**config.mk**
```make
export PLATFORM = sky130hd
export DESIGN_NAME = sys_req_arbiter
export DESIGN_NICKNAME = d
export VERILOG_FILES = /design/src/rtl/sys_arb_pkg.sv /design/src/rtl/sys_arb_rr_pick.sv /design/src/rtl/sys_req_arbiter.sv
export SDC_FILE = /design/constraint.sdc
export NUM_CORES = 1
export LEC_CHECK = 0
export BUFFER_PORTS_ARGS = -buffer_cell sky130_fd_sc_hd__buf_2
export CORE_AREA = 2 2 245 247
export DETAILED_ROUTE_END_ITERATION = 7
export DIE_AREA = 0 0 247 249
export GPL_TIMING_DRIVEN = 0
export PLACE_DENSITY = 0.47
export SKIP_LAST_GASP = 1
export SLEW_MARGIN = 10
export SYNTH_ARGS = -nofsm -noshare
export SYNTH_HDL_FRONTEND = slang
export SYNTH_SLANG_ARGS = --single-unit
```
**constraint.sdc**
```tcl
create_clock -name clock -period 2.1 [get_ports clock]
set_input_delay 0.315 -clock clock [delete_from_list [all_inputs] [get_ports clock]]
set_output_delay 0.315 -clock clock [all_outputs]
set_load 0.02 [all_outputs]
```
**src/rtl/sys_arb_pkg.sv**
```systemverilog
// Shared types and constants for the system-port request arbiter.
package sys_arb_pkg;

    typedef enum logic [1:0] {
        IDLE    = 2'd0,
        ISSUE   = 2'd1,
        RELEASE = 2'd2
    } arb_state_e;

    localparam logic [63:0] SYS_ARB_TIMEOUT_DATA = 64'hDEAD_BEEF_DEAD_BEEF;
    localparam int          SYS_ARB_TIMER_W      = 16;

endpackage

```
**src/rtl/sys_arb_rr_pick.sv**
```systemverilog
// Combinational round-robin picker: rotate requests by ptr, find first set, un-rotate.
module sys_arb_rr_pick #(
    parameter int NUM_REQ = 4
) (
    input  logic [NUM_REQ-1:0]         req,
    input  logic [$clog2(NUM_REQ)-1:0] ptr,
    output logic                       any,
    output logic [$clog2(NUM_REQ)-1:0] winner
);

    localparam int IDX_W = $clog2(NUM_REQ);

    logic [NUM_REQ-1:0] rot;
    logic [IDX_W-1:0]   cand;
    logic               found;

    // NOTE: every signal written here gets a default first so no latch is inferred.
    always_comb begin
        rot    = '0;
        cand   = '0;
        found  = 1'b0;
        winner = '0;
        any    = |req;
        for (int i = 0; i < NUM_REQ; i++) begin
            cand   = IDX_W'((i + int'(ptr)) % NUM_REQ);
            rot[i] = req[cand];
        end
        for (int i = 0; i < NUM_REQ; i++) begin
            if (!found && rot[i]) begin
                found  = 1'b1;
                winner = IDX_W'((i + int'(ptr)) % NUM_REQ);
            end
        end
    end

endmodule

```
**src/rtl/sys_req_arbiter.sv**
```systemverilog
// Round-robin arbiter sharing one system backdoor port among NUM_REQ slave BFMs.
// Optional hung-access timeout enabled by defining SYS_ARB_TIMEOUT_EN.
module sys_req_arbiter
    import sys_arb_pkg::*;
#(
    parameter int NUM_REQ        = 4,
    parameter int ADR_WIDTH      = 32,
    parameter int TIMEOUT_CYCLES = 1024
) (
    input  logic                         clock,
    input  logic                         reset,
    input  logic [NUM_REQ-1:0]           req_i,
    input  logic [NUM_REQ*ADR_WIDTH-1:0] adr_i,
    input  logic [NUM_REQ-1:0]           rdWr_i,
    input  logic [NUM_REQ*64-1:0]        wrDat_i,
    output logic [NUM_REQ-1:0]           ack_o,
    output logic [63:0]                  rdDat_o,
    output logic                         err_o,
    output logic                         sys_req,
    output logic [ADR_WIDTH-1:0]         sys_adr,
    output logic                         sys_rdWr,
    output logic [63:0]                  sys_wrDat,
    input  logic [63:0]                  sys_rdDat,
    input  logic                         sys_ack,
    output logic [$clog2(NUM_REQ)-1:0]   grant_idx
);

    localparam int IDX_W = $clog2(NUM_REQ);

    if (NUM_REQ < 2 || NUM_REQ > 8 || TIMEOUT_CYCLES < 1 || TIMEOUT_CYCLES > 65535) begin : g_param_check
        $error("sys_req_arbiter: parameter out of range");
    end

    arb_state_e           state, state_d;
    logic [IDX_W-1:0]     ptr, ptr_d;
    logic [IDX_W-1:0]     grant_d;
    logic                 sys_req_d;
    logic [ADR_WIDTH-1:0] sys_adr_d;
    logic                 sys_rdwr_d;
    logic [63:0]          sys_wrdat_d;
    logic [NUM_REQ-1:0]   ack_d;
    logic [63:0]          rddat_d;
    logic                 pick_any;
    logic [IDX_W-1:0]     pick_winner;

`ifdef SYS_ARB_TIMEOUT_EN
    logic [SYS_ARB_TIMER_W-1:0] timer, timer_d;
    logic                       err_d;
`endif

    sys_arb_rr_pick #(.NUM_REQ(NUM_REQ)) u_pick (
        .req    (req_i),
        .ptr    (ptr),
        .any    (pick_any),
        .winner (pick_winner)
    );

    always_comb begin
        state_d     = state;
        ptr_d       = ptr;
        grant_d     = grant_idx;
        sys_req_d   = sys_req;
        sys_adr_d   = sys_adr;
        sys_rdwr_d  = sys_rdWr;
        sys_wrdat_d = sys_wrDat;
        ack_d       = '0;
        rddat_d     = rdDat_o;
`ifdef SYS_ARB_TIMEOUT_EN
        timer_d     = timer;
        err_d       = 1'b0;
`endif
        case (state)
            IDLE: begin
                if (pick_any) begin
                    sys_adr_d   = adr_i[int'(pick_winner)*ADR_WIDTH +: ADR_WIDTH];
                    sys_rdwr_d  = rdWr_i[pick_winner];
                    sys_wrdat_d = wrDat_i[int'(pick_winner)*64 +: 64];
                    sys_req_d   = 1'b1;
                    grant_d     = pick_winner;
                    ptr_d       = IDX_W'((int'(pick_winner) + 1) % NUM_REQ);
                    state_d     = ISSUE;
`ifdef SYS_ARB_TIMEOUT_EN
                    timer_d     = '0;
`endif
                end
            end
            ISSUE: begin
                // A requester dropping req_i here is ignored; only sys_ack (or timeout) ends the access.
                if (sys_ack) begin
                    sys_req_d        = 1'b0;
                    ack_d[grant_idx] = 1'b1;
                    if (sys_rdWr) begin
                        rddat_d = sys_rdDat;
                    end
                    state_d = RELEASE;
                end
`ifdef SYS_ARB_TIMEOUT_EN
                else if (timer == SYS_ARB_TIMER_W'(TIMEOUT_CYCLES - 1)) begin
                    sys_req_d        = 1'b0;
                    ack_d[grant_idx] = 1'b1;
                    err_d            = 1'b1;
                    rddat_d          = SYS_ARB_TIMEOUT_DATA;
                    state_d          = RELEASE;
                end else begin
                    timer_d = timer + 1'b1;
                end
`endif
            end
            RELEASE: begin
                // Hold off until the served requester drops its stale request.
                if (!req_i[grant_idx]) begin
                    state_d = IDLE;
                end
            end
            default: state_d = IDLE;
        endcase
    end

    // NOTE: sequential state uses non-blocking assignments only, so every register samples pre-edge values.
    always_ff @(posedge clock or negedge reset) begin
        if (!reset) begin
            state     <= IDLE;
            ptr       <= '0;
            grant_idx <= '0;
            sys_req   <= 1'b0;
            sys_adr   <= '0;
            sys_rdWr  <= 1'b0;
            sys_wrDat <= '0;
            ack_o     <= '0;
            rdDat_o   <= '0;
        end else begin
            state     <= state_d;
            ptr       <= ptr_d;
            grant_idx <= grant_d;
            sys_req   <= sys_req_d;
            sys_adr   <= sys_adr_d;
            sys_rdWr  <= sys_rdwr_d;
            sys_wrDat <= sys_wrdat_d;
            ack_o     <= ack_d;
            rdDat_o   <= rddat_d;
        end
    end

`ifdef SYS_ARB_TIMEOUT_EN
    always_ff @(posedge clock or negedge reset) begin
        if (!reset) begin
            timer <= '0;
            err_o <= 1'b0;
        end else begin
            timer <= timer_d;
            err_o <= err_d;
        end
    end
`else
    assign err_o = 1'b0;
`endif

endmodule

```
==> flow_summary.yaml <==
status:
  run_status: "completed"
synthesis:
  synth-xor-area-share: 0.0009774
  syn-num-nets: 1189
  yosys-mux-area-fraction: 0.3009
  synthAdderAreaFrac: 0
  ys_ff_latch: 172
  yosysWarnings: 0
  synth_compound_area_frac: 0.1223
  synth_top_family_by_area: "multiplexers"
  yosysSeqAreaShare: 0.4803
  avgSynthCellArea_um2: 12.28
  synth.distinct_cells: 34
  synthSimpleGateAreaFrac: 0.05627
  netlist_instances: 730
  syn-cell-area_um2: 8961
power_and_ir_drop:
  p_switching_mw: 9.747
  p_comb_frac: 0.575
  swShare: 0.4538
  peakVddDrop_uv: 620.2
  power_density_nw_per_um2: 1433
  intPower_mw: 11.73
  p_leak_nw: 7.399
  finalPower_mw: 21.48
  p_seq_frac: 0.275
  clkPwrFrac: 0.150
sta:
  worst_hold_slack_ns: 0.04836
  finalCriticalPeriod_ns: 2.097
  rsz0062_at_grt: "yes"
  fin_crit_sh: 0.9983
  slew_viol_final: 0
  worstMarginPinSlew_ns: 0.9155
  relSlewSlack: 0.3897
  final.setup.tns_ns: 0
  finalSetupViolations: 0
  fmax_mhz: 477.0
  hold_violations: 0
  fin_worst_skew_ns: 0.01636
placement:
  portBuffers: 626
  placed_cells: 2130
  post-dp-hpwl_mm: 33.36
  gp_congestion: 0.8573
global_route:
  globalRouteTotalUtil: 0.1338
  grt_pass1_wl_mm: 59.48
  grt_max_degree: 97
  first_global_vias: 9309
  antenna_found_initial: 2
  grt_overflow_total: 0
layout:
  fin_util: 0.2554
  drive_above_1_share: 0.5829
  syn_to_final_growth_pct: 67.27
  nets: 1882
  antenna_cells: 0
  stdcell_count: 2209
worst_setup_path:
  crit_type: "reg -> reg"
  crit_required_ns: 2.44
  cp-start-kind: "flop"
  arrival_ns: 2.44
  crit_fanout: 7
  crit_path_end_kind: "flop"
floorplanning:
  die_area_um2: 61500
  core_area_um2: 58690
  start_util: 0.1527
  die_h_um: 249
  die_w_um: 247
  ios: 628
  num_rows: 89
detailed_routing:
  routed-via-count: 8943
  drt-initial-drc-count: 269
  vias_per_cell: 4.048
  drc: 0
  drt-wirelength-per-cell_um: 19.42
  ant_nets: 0
  drtPass1Iterations: 5
  wl_mm: 42.89
cts:
  clockBufferDepth: 2
  cts.root.buffer_cell: "clkbuf_16"
  path_clk_slew_ns: 0.07
  clock_latency_ns: 0.48
  clock-sinks: 172
  htree_levels: 4
  cts_tree: "built"
  cts_buffers: 17
hold_path:
  min_path_type: "in -> reg"
job:
  cap_viol_max_count: 0
[worst paths after layout]
check	end	start	slack (ns)	depth (start not counted)
setup reg to reg	sys_adr[9]	ptr[1]	0.003	10
setup / recovery	sys_adr[9]	ptr[1]	0.003	10
max in group asynchronous	sys_wrDat[25]	reset	0.80	3
hold / removal	rdDat_o[35]	sys_rdDat[35]	0.05	2
hold reg to reg	sys_req	sys_req	0.48	2
min in group asynchronous	rdDat_o[4]	reset	0.38	2
[what timing repair did]
action                                 4_1_cts  5_1_grt
endpoints found under the hold margin      107        0
hold buffers                                32        0
resized for setup                           97       85
setup endpoints to repair                  107      149
gates cloned                                 3        3
pin swaps                                    0        7
setup buffers                               11        1
[area by class of cell]
| type | instances | area, um2 |
|---|---|---|
| fill | 6249 | 43700 |
| clock inverter | 14 | 143.9 |
| inverter | 2 | 7.507 |
| clock buffer | 18 | 439.2 |
| tap | 773 | 967.2 |
| buffer | 60 | 593.1 |
| timing repair buffer | 676 | 3751 |
| sequential | 172 | 4305 |
| multi-input combinational | 494 | 4782 |
[metrics by stage]
step	setup WS (ns)	cell area [um2]
6_report	0.003487	14990
5_1_grt	-0.07344	14990
4_1_cts	-0.08039	14570
3_5_place_dp	-1.069	13100
3_3_place_gp	-2.190	13060
2_1_floorplan	0.2699	8961
[layout by cell type, fill, tap and decap left out, drive strengths merged]
master,instances
dfrtp,172
o31ai,1
nand2,107
o21ai,2
dlygate4sd3,32
o22ai,1
o211ai,1
nor3b,1
mux4,1
inv,11
or2,2
clkbuf,50
buf,672
conb,1
or4b,1
xor2,1
nand2b,2
nor4,1
a21oi,4
nand3b,1
nor2,5
or3,1
clkinv,4
nor3,3
mux2i,194
a211o,1
o21a,1
o221ai,96
clkinvlp,1
and3,1
mux2,65
[cells in the mapped netlist (all sizes together)]
master	number	share of area
clkbuf	28	0.012
dfrtp	172	0.48
o221ai	96	0.11
nor3	3	0.0017
o211ai	1	0.00084
o31ai	1	0.00084
xor2	1	0.00098
buf	34	0.026
inv	2	0.00084
or4b	1	0.0011
o22ai	1	0.0014
o21a	1	0.00084
or2	2	0.0014
a21oi	4	0.0022
or3	1	0.00070
mux2i	194	0.22
a211o	1	0.00098
and3	1	0.00070
nor2	5	0.0021
mux2	65	0.082
nand2	107	0.045
nand2b	2	0.0014
nor3b	1	0.00084
nand3b	1	0.00084
nor4	1	0.00070
conb	1	0.00042
mux4	1	0.0025
o21ai	2	0.0011
[registers in the layout, summed over array words and instances (netlist names)]
signal,flops
sys_wrDat,64
ptr,2
ack_o,4
rdDat_o,64
grant_idx,2
sys_adr,32
sys_req,1
state,2
sys_rdWr,1
[cells by family (layout without fill, tap and decap cells)]
kind of cell              count (synthesis)  count (layout)
and+or+nand+nor                         125             125
other                                     1               1
AOI/OAI and AO/OA                       107             107
DFF                                     172             172
buffers and inverters                    64             770
muxes                                   260             260
xor gates and xnor gates                  1               1
[layer usage]
layer | vias up | global-route usage | wire (um)
li1 | 4141 | - | -
met1 | 4337 | 0.1462 | 16130
met2 | 423 | 0.2494 | 22980
met3 | 42 | 0.02790 | 2722
met4 | 0 | 0.05129 | 1056
met5 | - | 0 | 0
[power groups by stage]
stage | Sequential [mW] | Clock (mW) | Combinational [mW]
CTS | 5.90 | 3.39 | 12.1
global placement | 5.88 | 0 | 11.0
finish | 5.90 | 3.22 | 12.4
global route | 6.10 | 3.50 | 13.2
floorplan | 7.78 | 0 | 4.80
detailed placement | 5.94 | 0 | 11.1
[critical path: stages, from the launching register on]
cell,delay [ns]
dfrtp_2,0.44
buf_6,0.14
nand2_4,0.07
nor2_4,0.04
nor3_2,0.20
buf_6,0.22
buf_16,0.20
buf_6,0.14
buf_16,0.14
mux2i_4,0.23
o221ai_2,0.11
No activity file was read; power rests on OpenSTA's default activity.
